==> src/rtl/pc_redirect_unit_if.sv <==
// Bus between the fetch PC/redirect unit and its neighbours.
// The neighbours are the hazard unit, D-stage branch/jump logic, CP0 and the imem address port.
interface pc_redirect_unit_if #(
    parameter int unsigned CNT_W = 32
);
    logic             stall;
    logic             br_valid;
    logic             br_taken;
    logic [31:0]      br_target;
    logic             jmp_valid;
    logic [31:0]      jmp_target;
    logic             exc_req;
    logic             eret_req;
    logic [31:0]      epc;
    logic [31:0]      pc;
    logic             kill_f;
    logic             in_delay_slot;
    logic             addr_err;
    logic [CNT_W-1:0] br_taken_cnt;
    logic [CNT_W-1:0] redirect_cnt;

    modport master (
        output stall, br_valid, br_taken, br_target, jmp_valid, jmp_target,
               exc_req, eret_req, epc,
        input  pc, kill_f, in_delay_slot, addr_err, br_taken_cnt, redirect_cnt
    );

    modport slave (
        input  stall, br_valid, br_taken, br_target, jmp_valid, jmp_target,
               exc_req, eret_req, epc,
        output pc, kill_f, in_delay_slot, addr_err, br_taken_cnt, redirect_cnt
    );
endinterface

==> src/rtl/pc_redirect_unit.sv <==
// Fetch-stage PC register with branch/jump/exception/eret redirection.
// It honours the MIPS delay slot and keeps taken-branch and redirect counters.
module pc_redirect_unit #(
    parameter logic [31:0] RESET_PC = 32'h0000_3000,
    parameter logic [31:0] EXC_PC   = 32'h0000_4180,
    parameter logic [31:0] PC_LO    = 32'h0000_3000,
    parameter logic [31:0] PC_HI    = 32'h0000_6ffc,
    parameter int unsigned CNT_W    = 32
) (
    input  logic               clk,
    input  logic               reset,
    pc_redirect_unit_if.slave  bus
);
    localparam logic [0:0] RUN   = 1'b0;
    localparam logic [0:0] REDIR = 1'b1;

    logic [0:0]       state_q, state_d;
    logic [31:0]      pc_q, pc_d;
    logic [CNT_W-1:0] br_cnt_q, br_cnt_d;
    logic [CNT_W-1:0] rd_cnt_q, rd_cnt_d;
    logic             kill;

    assign kill = bus.exc_req | bus.eret_req;

    // State, pc and counter registers
    always_ff @(posedge clk) begin
        if (reset) begin
            state_q  <= RUN;
            pc_q     <= RESET_PC;
            br_cnt_q <= '0;
            rd_cnt_q <= '0;
        end else begin
            state_q  <= state_d;
            pc_q     <= pc_d;
            br_cnt_q <= br_cnt_d;
            rd_cnt_q <= rd_cnt_d;
        end
    end

    // Next-pc selection; exc/eret override stall, stalled branches re-evaluate each cycle
    always_comb begin
        state_d  = state_q;
        pc_d     = pc_q;
        br_cnt_d = br_cnt_q;
        rd_cnt_d = rd_cnt_q;
        if (bus.exc_req) begin
            pc_d     = EXC_PC;
            state_d  = REDIR;
            rd_cnt_d = rd_cnt_q + CNT_W'(1);
        end else if (bus.eret_req) begin
            pc_d     = bus.epc;
            state_d  = REDIR;
            rd_cnt_d = rd_cnt_q + CNT_W'(1);
        end else if (bus.stall) begin
            pc_d    = pc_q;
            state_d = state_q;
        end else if ((state_q == RUN) && bus.jmp_valid) begin
            pc_d     = bus.jmp_target;
            br_cnt_d = br_cnt_q + CNT_W'(1);
        end else if ((state_q == RUN) && bus.br_valid && bus.br_taken) begin
            pc_d     = bus.br_target;
            br_cnt_d = br_cnt_q + CNT_W'(1);
        end else begin
            pc_d    = pc_q + 32'd4;
            state_d = RUN;
        end
    end

    assign bus.pc            = pc_q;
    assign bus.br_taken_cnt  = br_cnt_q;
    assign bus.redirect_cnt  = rd_cnt_q;
    assign bus.kill_f        = kill;
    assign bus.in_delay_slot = (state_q == RUN) & (bus.br_valid | bus.jmp_valid) & ~kill;
    assign bus.addr_err      = (pc_q[1:0] != 2'b00) | (pc_q < PC_LO) | (pc_q > PC_HI);
endmodule

==> src/flat_wrapper.sv <==
// flat-port wrapper written by rule: the top's interface ports become plain ports
module pc_redirect_unit_flat 
#(
    parameter logic [31:0] RESET_PC = 32'h0000_3000,
    parameter logic [31:0] EXC_PC   = 32'h0000_4180,
    parameter logic [31:0] PC_LO    = 32'h0000_3000,
    parameter logic [31:0] PC_HI    = 32'h0000_6ffc,
    parameter int unsigned CNT_W    = 32
)
  (clk, reset, bus_stall, bus_br_valid, bus_br_taken, bus_br_target, bus_jmp_valid, bus_jmp_target, bus_exc_req, bus_eret_req, bus_epc, bus_pc, bus_kill_f, bus_in_delay_slot, bus_addr_err, bus_br_taken_cnt, bus_redirect_cnt);
  pc_redirect_unit_if #(.CNT_W(CNT_W)) bus_i ();
  input  logic clk;
  input  logic reset;
  input wire logic [$bits(bus_i.stall)-1:0] bus_stall;
  input wire logic [$bits(bus_i.br_valid)-1:0] bus_br_valid;
  input wire logic [$bits(bus_i.br_taken)-1:0] bus_br_taken;
  input wire logic [$bits(bus_i.br_target)-1:0] bus_br_target;
  input wire logic [$bits(bus_i.jmp_valid)-1:0] bus_jmp_valid;
  input wire logic [$bits(bus_i.jmp_target)-1:0] bus_jmp_target;
  input wire logic [$bits(bus_i.exc_req)-1:0] bus_exc_req;
  input wire logic [$bits(bus_i.eret_req)-1:0] bus_eret_req;
  input wire logic [$bits(bus_i.epc)-1:0] bus_epc;
  output wire logic [$bits(bus_i.pc)-1:0] bus_pc;
  output wire logic [$bits(bus_i.kill_f)-1:0] bus_kill_f;
  output wire logic [$bits(bus_i.in_delay_slot)-1:0] bus_in_delay_slot;
  output wire logic [$bits(bus_i.addr_err)-1:0] bus_addr_err;
  output wire logic [$bits(bus_i.br_taken_cnt)-1:0] bus_br_taken_cnt;
  output wire logic [$bits(bus_i.redirect_cnt)-1:0] bus_redirect_cnt;
  assign bus_i.stall = bus_stall;
  assign bus_i.br_valid = bus_br_valid;
  assign bus_i.br_taken = bus_br_taken;
  assign bus_i.br_target = bus_br_target;
  assign bus_i.jmp_valid = bus_jmp_valid;
  assign bus_i.jmp_target = bus_jmp_target;
  assign bus_i.exc_req = bus_exc_req;
  assign bus_i.eret_req = bus_eret_req;
  assign bus_i.epc = bus_epc;
  assign bus_pc = bus_i.pc;
  assign bus_kill_f = bus_i.kill_f;
  assign bus_in_delay_slot = bus_i.in_delay_slot;
  assign bus_addr_err = bus_i.addr_err;
  assign bus_br_taken_cnt = bus_i.br_taken_cnt;
  assign bus_redirect_cnt = bus_i.redirect_cnt;
  pc_redirect_unit #(.RESET_PC(RESET_PC), .EXC_PC(EXC_PC), .PC_LO(PC_LO), .PC_HI(PC_HI), .CNT_W(CNT_W)) u_core (.clk(clk), .reset(reset), .bus(bus_i));
endmodule
==> config.mk <==
export PLATFORM = sky130hd
export DESIGN_NAME = pc_redirect_unit_flat
export DESIGN_NICKNAME = d
export VERILOG_FILES = /design/src/rtl/pc_redirect_unit_if.sv /design/src/rtl/pc_redirect_unit.sv /design/src/flat_wrapper.sv
export SDC_FILE = /design/constraint.sdc
export NUM_CORES = 1
export LEC_CHECK = 0
export BUFFER_PORTS_ARGS = -buffer_cell sky130_fd_sc_hd__buf_4
export CORE_UTILIZATION = 50
export CTS_BUF_LIST = sky130_fd_sc_hd__clkbuf_4
export CTS_CLUSTER_SIZE = 25
export DETAILED_ROUTE_END_ITERATION = 7
export PLACE_DENSITY_LB_ADDON = 0.3
export SKIP_CTS_REPAIR_TIMING = 1
export SLEW_MARGIN = 20
export SYNTH_ARGS = -nofsm -noshare
export SYNTH_HDL_FRONTEND = slang
export SYNTH_SLANG_ARGS = --single-unit
export TNS_END_PERCENT = 5
==> constraint.sdc <==
create_clock -name clk -period 2.6 [get_ports clk]
set_input_delay 0 -clock clk [delete_from_list [all_inputs] [get_ports clk]]
set_output_delay 0 -clock clk [all_outputs]
set_load 0.02 [all_outputs]
# Yosys cells after proc, flatten, opt, wreduce, memory -nomap -nowiden
# Index checks and enable logic that the tools add are counted.
[word_totals]
regBits = 97
inputBits = 104
out_inout_bits = 99
word_cells = 48
[op_classes]
add_sub_neg = 3
n_lt_le_gt_ge = 2
n_eq_ne = 4
muxes = 14
n_bitwise = 11
n_reduce_logical = 9
[ops]
columns = ["op", "n"]
rows = [
  ["32-bit 2-to-1 mux", 8],
  ["32-bit by 1-bit adder with 32-bit output, second input constant", 2],
  ["32-bit by 3-bit adder with 32-bit output, second input constant", 1],
  ["32-bit by 15-bit > comparator with 1-bit output, second input constant", 1],
  ["32-bit by 14-bit < comparator with 1-bit output, second input constant", 1],
  ["15-bit 2-to-1 mux", 1],
  ["3-bit inequality test, second input constant", 2],
  ["2-bit nonzero test", 3],
  ["1-bit 2-to-1 mux", 5],
  ["1-bit inverter", 5],
  ["1-bit bitwise OR", 4],
  ["4-bit AND reduction", 1],
  ["1-bit logical AND", 3],
  ["3-bit by 1-bit inequality test with 1-bit output, second input constant", 1],
  ["3-bit AND reduction", 1],
  ["1-bit AND", 2],
  ["2-bit by 1-bit inequality test with 1-bit output, second input constant", 1],
  ["2-bit OR reduction", 1],
]

# Depth between registers and ports, before layout
# Gate-level depths: netlist of run 1.
[depth]
ltp_word = 8
mapped_depth = 8
depth_no_buf = 6

# Least setup slack after synthesis of run 1
# Ideal clock, no wire load.
[synth_path]
kind = "register to register"
start = "reg u_core.rd_cnt_q[0], in the netlist u_core.bus.redirect_cnt[0]"
end = "reg u_core.rd_cnt_q[28], in the netlist u_core.bus.redirect_cnt[28]"
setup_time_ns = 0.128
arrival_time_ns = 1.927
required_time_ns = 2.472
setup_slack_ns = 0.545
path_stages_with_launch = 8
n_path_buf = 1
synth_period_minus_slack_ns = 2.055
path_cell_list = "dfxtp_1 -> ha_1 -> o211ai_4 -> or4b_4 -> buf_6 -> nor4_2 -> xnor2_1 -> nor2_1"
[synth_via]
elab_chain_len = 3
[synth_lines]
columns = ["element", "line_no", "text"]
rows = [
  ["from (decl)", "pc_redirect_unit.sv:20", "logic [CNT_W-1:0] rd_cnt_q, rd_cnt_d;"],
  ["from (signal assigned)", "pc_redirect_unit.sv:36", "rd_cnt_q <= rd_cnt_d;"],
  ["32-bit by 1-bit adder with 32-bit output (*)", "pc_redirect_unit.sv:49, pc_redirect_unit.sv:53", ""],
  ["32-bit 2-to-1 mux", "pc_redirect_unit.sv:50", "end else if (bus.eret_req) begin"],
  ["32-bit 2-to-1 mux (*)", "pc_redirect_unit.sv:46", "if (bus.exc_req) begin"],
]
# Mark *: on every way between the ends. The rest lies on a longest branch, timed or not. The select of a mux whose other input is x is not followed.
# A chain may end at the register's enable or synchronous reset.

# Worst setup path in the final report of run 1
[layout_path]
start = "reg u_core.pc_q[3], in the netlist u_core.bus.pc[3]"
end = "reg u_core.pc_q[12], in the netlist u_core.bus.pc[12]"
[layout_via]
elab_chain_len = 6
[layout_lines]
columns = ["element", "line_no", "text"]
rows = [
  ["from (decl)", "pc_redirect_unit.sv:18", "logic [31:0] pc_q, pc_d;"],
  ["from (signal assigned)", "pc_redirect_unit.sv:34", "pc_q <= pc_d;"],
  ["32-bit by 3-bit adder with 32-bit output", "pc_redirect_unit.sv:64", "pc_d = pc_q + 32'd4;"],
  ["32-bit 2-to-1 mux", "pc_redirect_unit.sv:60", "end else if ((state_q == RUN) && bus.br_valid && bus.br_taken) begin"],
  ["32-bit 2-to-1 mux", "pc_redirect_unit.sv:57", "end else if ((state_q == RUN) && bus.jmp_valid) begin"],
  ["32-bit 2-to-1 mux", "pc_redirect_unit.sv:54", "end else if (bus.stall) begin"],
  ["32-bit 2-to-1 mux", "pc_redirect_unit.sv:50", ""],
  ["15-bit 2-to-1 mux", "pc_redirect_unit.sv:46", ""],
]
# No other way between the ends. The select of a mux whose other input is x is not followed.

==> results of run 1 <==
==> registers in the layout (all words and copies together), names as in the netlist, named ones only <==
register,count
u_core.bus.br_taken_cnt,32
u_core.bus.pc,30
u_core.bus.redirect_cnt,32
u_core.state_q,1
==> per-layer routing <==
| layer | routed length (um) | share of wire, % |
|---|---|---|
| met1 | 7794 | 39 |
| met2 | 9567 | 48 |
| met3 | 1860 | 9.4 |
| met4 | 533 | 2.7 |
| met5 | 0 | 0 |
==> cell families after synthesis <==
kind of cell,count (synthesis)
multiplexers,3
adder cells (fa/ha/maj),3
buffers and inverters,71
flip-flops,97
XOR/XNOR,80
AND/OR/NAND/NOR,340
AO/OA/AOI/OAI,138
==> stage by stage <==
step / setup slack, ns / util, % / cell area (sq um) / std cells
floorplan: 0.5454 / - / 5710 / 732
global placement: 0.5612 / 66.39 / 7292 / 1039
detailed placement: 0.4785 / 66.39 / 7292 / 1039
CTS: 0.4582 / 67.67 / 7432 / 1055
global route: 0.03772 / 73.50 / 8073 / 1119
finish: 0.1283 / 73.50 / 8073 / 1119
==> cell usage after synthesis, types with 22 or more instances <==
| cell | count |
|---|---|
| nor3_1 | 26 |
| dfxtp_1 | 97 |
| inv_1 | 22 |
| clkbuf_1 | 38 |
| o21ai_0 | 24 |
| nor2_1 | 98 |
| xnor2_1 | 35 |
| nand3_1 | 47 |
| a21oi_1 | 31 |
| xor2_1 | 45 |
| nand2_1 | 70 |
| nand4_1 | 29 |
==> placed cells by master, fill, tap and decap left out, types with 4 or more instances in the layout <==
cell type	netlist	layout
inv_1	22	22
xnor2_1	35	35
or3_1	5	5
nand3_1	47	47
a221oi_1	4	4
and3_1	11	11
and2_1	5	5
o21ai_0	24	24
o211ai_1	4	4
nor4_2	6	6
nand2b_1	4	4
a31oi_1	12	12
o22ai_1	8	8
and4_1	8	8
nor4_1	19	19
o221ai_1	7	7
nor2_1	98	98
a211oi_1	5	5
nor3_1	26	26
o31a_1	6	6
clkbuf_4	0	10
nand4_1	29	29
a22o_1	5	5
dlygate4sd3_1	0	64
nand2_1	70	70
a22oi_1	5	5
a21oi_1	31	31
dfxtp_1	97	97
xor2_1	45	45
buf_4	2	216
==> power by group through the flow <==
| stage | sequential [W] | combinational (W) | clock, W |
|---|---|---|---|
| final | 0.00158 | 0.000610 | 0.000835 |
| after floorplan | 0.00163 | 0.000240 | 0 |
| after global placement | 0.00161 | 0.000511 | 0 |
| after detailed placement | 0.00161 | 0.000517 | 0 |
| after global routing | 0.00159 | 0.000649 | 0.000905 |
| after CTS | 0.00158 | 0.000520 | 0.000850 |
==> layout make-up <==
class | instances | area, sq um
clock buffers | 10 | 75.07
clock inverters | 6 | 65.06
fillers | 815 | 2910
inverters | 22 | 82.58
multi-input cells | 564 | 3471
flip-flops and latches | 97 | 1942
well taps | 140 | 175.2
repair buffers | 280 | 2262
==> path summary, 6_finish.rpt <==
| check | start | to | slack, ns | depth (start not counted) |
|---|---|---|---|---|
| setup / recovery | u_core.bus.pc[3]$_SDFFE_PP0P_ | u_core.bus.pc[12]$_SDFFE_PP1P_ | 0.13 | 7 |
| hold / removal | bus_jmp_target[24] | u_core.bus.pc[24]$_SDFFE_PP0P_ | -0.09 | 3 |
| setup reg to reg | u_core.bus.pc[3]$_SDFFE_PP0P_ | u_core.bus.pc[12]$_SDFFE_PP1P_ | 0.13 | 7 |
| hold reg to reg | u_core.bus.redirect_cnt[1]$_SDFFE_PP0N_ | u_core.bus.redirect_cnt[1]$_SDFFE_PP0N_ | 0.52 | 2 |
==> worst reg2reg max path, delay by kind of cell (launching register included) <==
kind | cells | cell delay (ns)
compound gates | 2 | 0.37
xor+xnor | 1 | 0.12
fa+ha+maj | 1 | 0.27
buf+inv | 1 | 0.60
flops | 1 | 0.48
simple gates | 2 | 0.54
==> results by group, run 1 <==
Status
  – Status: complete, but fails checks
  – Failing checks: hold timing

Power
  – Tot Pwr: 0.003026 W
  – Internal power: 0.002132 W
  – Sw Share: between 20 and 30%
  – Worst vdd ir: ~0.31 mV
  – Cell Pwr Density: 374.9 nW/um^2
  – Leak: around 3.2 nW
  – Sequential power share: about 52%
  – Net Sw Power: approximately 0.00089 W
  – Clk pwr share: 27.6%
  – Combinational fraction of design power: roughly a fifth

Finish
  – P&R area growth vs syn: 41.37%
  – Diode count: 0
  – Layout Nets: between 1000 and 1500
  – Layout cells sized above 1: 25.54%

Worst setup path
  – Worst stage delay on the critical path: 0.60 ns
  – Critical path class: flip-flop to flip-flop
  – CP max-delay cell: dlygate4sd3_1
  – Crit-path max FO: 7
  – Worst path cell trace: ha_1 > nand4_1 > nor3_1 > xor2_1 > a222oi_1 > dlygate4sd3_1 > o21ai_0
  – Critical Path End Type: flip-flop
  – Critical path's top delay family: buffers and inverters
  – CP Launch Type: flip-flop
  – Worst EP required: slightly below 3 ns
  – CP Buf/Inv Count: 1
  – Data arrival time of the critical path: 2.81 ns

Global routing
  – Met3 Use GR: 6.993%
  – Grt total ovfl: 0
  – Initial antenna violation count: 0
  – Pin count of the biggest net entering global routing: 45
  – Vias in the first global route: between 5000 and 6000
  – Grt peak-use layer: met2
  – Global-route wire length before repair: 28370 um
  – Met2 GRT Util: 52.43%
  – GR Layer Usage met1: between 30% and 40%
  – GR Util All Layers: approximately 30%

STA
  – Slew @ Worst Pin: 0.5951 ns
  – Final Slew Violations: 0
  – Final Cycle Share: about 95%
  – Final setup violation count: 0
  – Hold WS: -0.08581 ns
  – Rel. slew slack: between 50% and 60%
  – Min cycle time layout: 2.472 ns
  – Setup TNS: 0 ns
  – RSZ-0062 raised after global routing: no
  – Layout Skew: 0.01293 ns
  – Max Clock Freq: between 0.4 and 0.5 GHz
  – Final Hold Vio Count: 3

Logic synthesis
  – EDFF count, synth: 0
  – Multiplexer share of the synthesized area: less than 1%
  – Top cell type's share of synthesized area: between 30 and 40%
  – Compound-Gate Fraction of Synth Area: 17.24%
  – Cell Area, Synth: 5710 sq um
  – Simple-Gate Fraction of Synth Area: between 30% and 40%
  – Main combinational cell family by area after synthesis: simple AND/OR/NAND/NOR gates
  – Synth Flop Type: dfxtp_1
  – Yosys reg bits: 97
  – Netlist cell types: 62
  – Post-synth ARST share: 0%
  – Area leader, netlist: dfxtp_1
  – Sequential-to-total area share from yosys stat: between 30 and 40%
  – Post-Synth XOR/XNOR Area: approximately an eighth
  – Post-synthesis adder-cell area fraction: less than 1%
  – Top cells by area, synth: dfxtp_1 34%, xor2_1 6.9%, nor2_1 6.4%
  – Syn. warnings: 0
  – Syn_nets: 839
  – Syn_area_per_cell: 7.801 sq um
  – Gate Count Post-Synth: between 700 and 800

Detailed routing
  – Routed vias: about 6600
  – Routed Wire Length: slightly below 20000 um
  – DRC: 0
  – Drt initial violations: between 600 and 700
  – DR WL/cell: 17.65 um
  – Vias per inst: 5.879
  – Initial DRT Pass Iterations: 6
  – Number of nets with antenna violations after routing: 0

CTS
  – Num CTS Buffers: 9
  – Clk Latency, worst-skew pair: approximately 0.44 ns
  – CTS Buffer Depth: 2
  – CTS tree: built
  – Root buf cell: clkbuf_4
  – CTS clk-pin slew, worst paths: 0.16 ns
  – Clock H-tree levels: 3
  – CTS Sinks: 97

Floorplan
  – Die Span Y: 108.9 um
  – Cell Rows: 38
  – Core Area: between 10000 and 15000 sq um
  – Chip width: around 110 um
  – Die ar.: ~12000 sq um
  – Starting density of the core: 51.99%
  – I/O Pins: 203

Hold path
  – Worst Hold Class: input pin to flip-flop

Placement
  – Post-DP HPWL: approximately 14000 um
  – GPL Wtd Cong: around 0.9
  – IO Port Bufs: 202

Job
  – Max-cap viol count: 0
(Power assumes the default switching activity.)
==> run 2, diff against run 1 <==
CELL_PAD_IN_SITES_DETAIL_PLACEMENT = 1   (was unset)
CELL_PAD_IN_SITES_GLOBAL_PLACEMENT = 1   (was unset)
CORE_ASPECT_RATIO = 0.8   (was unset)
CORE_UTILIZATION = 37   (was 50)
==> run 2 against run 1 <==
The flow now finishes without violations. Setup slack improved by 0.059 ns. Clock-buffer cell count decreased by 1. Critical endpoint is now u_core.bus.pc[17]$_SDFFE_PP0P_. First-iteration DRC count decreased by 37%. Largest cell class unchanged. Non-clock buffer count increased by 24. Critical path type unchanged. Sequential share of layout area decreased by 0.89 points. Routed wire length increased by 19%. Clock skew increased by 0.0046 ns. Sequential cell count unchanged. Core utilization decreased by 18 points. Critical path depth decreased by 1. Worst hold slack improved by 0.14 ns.
==> results by group, run 2 (same netlist as run 1, synthesis figures left out) <==
Placement
  – Post-DP HPWL: about 15000 um
  – GPL Wtd Cong: ~0.80
  – IO Port Bufs: just over 200

Worst setup path
  – Worst path cell trace: nand2b_1 > buf_4 > nand2_1 > nor3_1 > o22ai_1 > dlygate4sd3_1
  – Data arrival time of the critical path: around 2.8 ns
  – Critical path's top delay family: buffers and inverters
  – CP Buf/Inv Count: 2
  – CP Launch Type: flip-flop
  – Critical Path End Type: flip-flop
  – CP max-delay cell: dlygate4sd3_1
  – Worst EP required: between 2 and 3 ns
  – Flop2flop setup slack: around 0.19 ns
  – Critical path class: flip-flop to flip-flop
  – Crit-path max FO: 16
  – Worst stage delay on the critical path: around 0.57 ns

Detailed routing
  – Routed vias: slightly below 7000
  – DR WL/cell: about 19 um
  – Drt initial violations: approximately 380
  – Number of nets with antenna violations after routing: 0
  – Initial DRT Pass Iterations: 5
  – Routed Wire Length: 23410 um
  – DRC: 0
  – Vias per inst: between 5 and 6

Finish
  – Commonest non-fill, non-tap cell in the layout: buf_4
  – Final core utilization: approximately 56%
  – Layout cells sized above 1: 25.12%
  – Layout Nets: between 1000 and 1500
  – Most frequent cells in the layout: 218 x buf_4, 98 x nor2_1, 97 x dfxtp_1
  – P&R area growth vs syn: 46.78%

Job
  – Max-cap viol count: 0

Floorplan
  – I/O Pins: 203
  – Starting density of the core: 37.91%
  – Core Area: roughly 15000 sq um
  – Chip width: between 100 and 150 um
  – Die Span Y: 113.1 um
  – Die ar.: ~16000 sq um
  – Cell Rows: 40

STA
  – Final Slew Violations: 0
  – Setup TNS: 0 ns
  – Max Clock Freq: 0.4145 GHz
  – Final Hold Vio Count: 0
  – Layout Skew: ~0.018 ns
  – Min cycle time layout: between 2 and 2.5 ns
  – Slew @ Worst Pin: approximately 1.0 ns
  – Hold WS: between 0.05 and 0.06 ns
  – Final setup violation count: 0
  – Rel. slew slack: ~31%
  – RSZ-0062 raised after global routing: no
  – Final Cycle Share: slightly above 90%

CTS
  – CTS Sinks: slightly below 100
  – CTS Buffer Depth: 2
  – Clock H-tree levels: 3
  – Clk Latency, worst-skew pair: roughly 0.48 ns
  – Root buf cell: clkbuf_4
  – CTS clk-pin slew, worst paths: ~0.18 ns
  – CTS tree: built
  – Num CTS Buffers: 9

Status
  – Status: finished clean

Power
  – Cell Pwr Density: 361.6 nW/um^2
  – Leak: 3.340 nW
  – Worst vdd ir: 0.1858 mV

Hold path
  – Worst Hold Class: input pin to flip-flop

Global routing
  – Initial antenna violation count: 2
  – Global-route wire length before repair: around 33000 um
  – Vias in the first global route: approximately 6200
  – Grt total ovfl: 0
  – Pin count of the biggest net entering global routing: 60
  – GR Util All Layers: 26.45%
==> run 2: changes by cell type in the layout (fill, tap and decap cells not counted) <==
cell           previous run  this run
inv_8                     0         1
clkinvlp_4                0         1
buf_4                   216       218
diode_2                   0         2
clkbuf_4                 10         9
bufinv_16                 1         0
dlygate4sd3_1            64        86
==> run 2: worst reg2reg max path, cell delays in order, from the launching register on <==
cell	delay, ns
dfxtp_1	0.50
nand2b_1	0.28
buf_4	0.30
nand2_1	0.32
nor3_1	0.27
o22ai_1	0.08
dlygate4sd3_1	0.57
==> run 2: per-layer routing <==
| layer | vias to the layer above | track usage (%) | wire (um) |
|---|---|---|---|
| met5 | - | 0 | 0 |
| met4 | 0 | 5.652 | 467 |
| met3 | 33 | 5.501 | 1099 |
| met2 | 226 | 40.50 | 11070 |
| met1 | 3308 | 38.07 | 10770 |
| li1 | 3166 | - | - |
==> run 2: through the flow <==
stage | setup WS (ns) | instances | area (sq um) | power [W]
4_1_cts | 0.3562 | 1127 | 7516 | 0.002931
2_1_floorplan | 0.5454 | 732 | 5710 | 0.001866
5_1_grt | 0.01822 | 1215 | 8382 | 0.003167
3_5_place_dp | 0.3684 | 1111 | 7395 | 0.002137
3_3_place_gp | 0.4734 | 1111 | 7395 | 0.002127
6_report | 0.1874 | 1215 | 8382 | 0.003031
==> run 2: layout make-up <==
class | instances | area (sq um)
repair buffers | 304 | 2497
well taps | 210 | 262.8
diodes | 2 | 5.005
inverters | 22 | 82.58
multi-input cells | 564 | 3471
clock buffers | 9 | 67.56
fillers | 1860 | 6683
flip-flops and latches | 97 | 1942
clock inverters | 7 | 53.80
==> run 2: power by group <==
group	total (W)	internal, W	leakage (nW)	switching (W)
Combinational	0.000652	0.000324	2.49	0.000328
Clock	0.000797	0.000208	0.0663	0.000589
Sequential	0.00158	0.00152	0.787	0.0000618
==> run 2: final timing paths <==
| check | to | cells after the start | from |
|---|---|---|---|
| hold / removal | u_core.bus.pc[8]$_SDFFE_PP0P_ | 5 | bus_br_target[8] |
| hold reg to reg | u_core.bus.redirect_cnt[1]$_SDFFE_PP0N_ | 2 | u_core.bus.redirect_cnt[1]$_SDFFE_PP0N_ |
| setup reg to reg | u_core.bus.pc[17]$_SDFFE_PP0P_ | 6 | u_core.state_q$_SDFFE_PP0P_ |
| setup / recovery | u_core.bus.pc[17]$_SDFFE_PP0P_ | 6 | u_core.state_q$_SDFFE_PP0P_ |
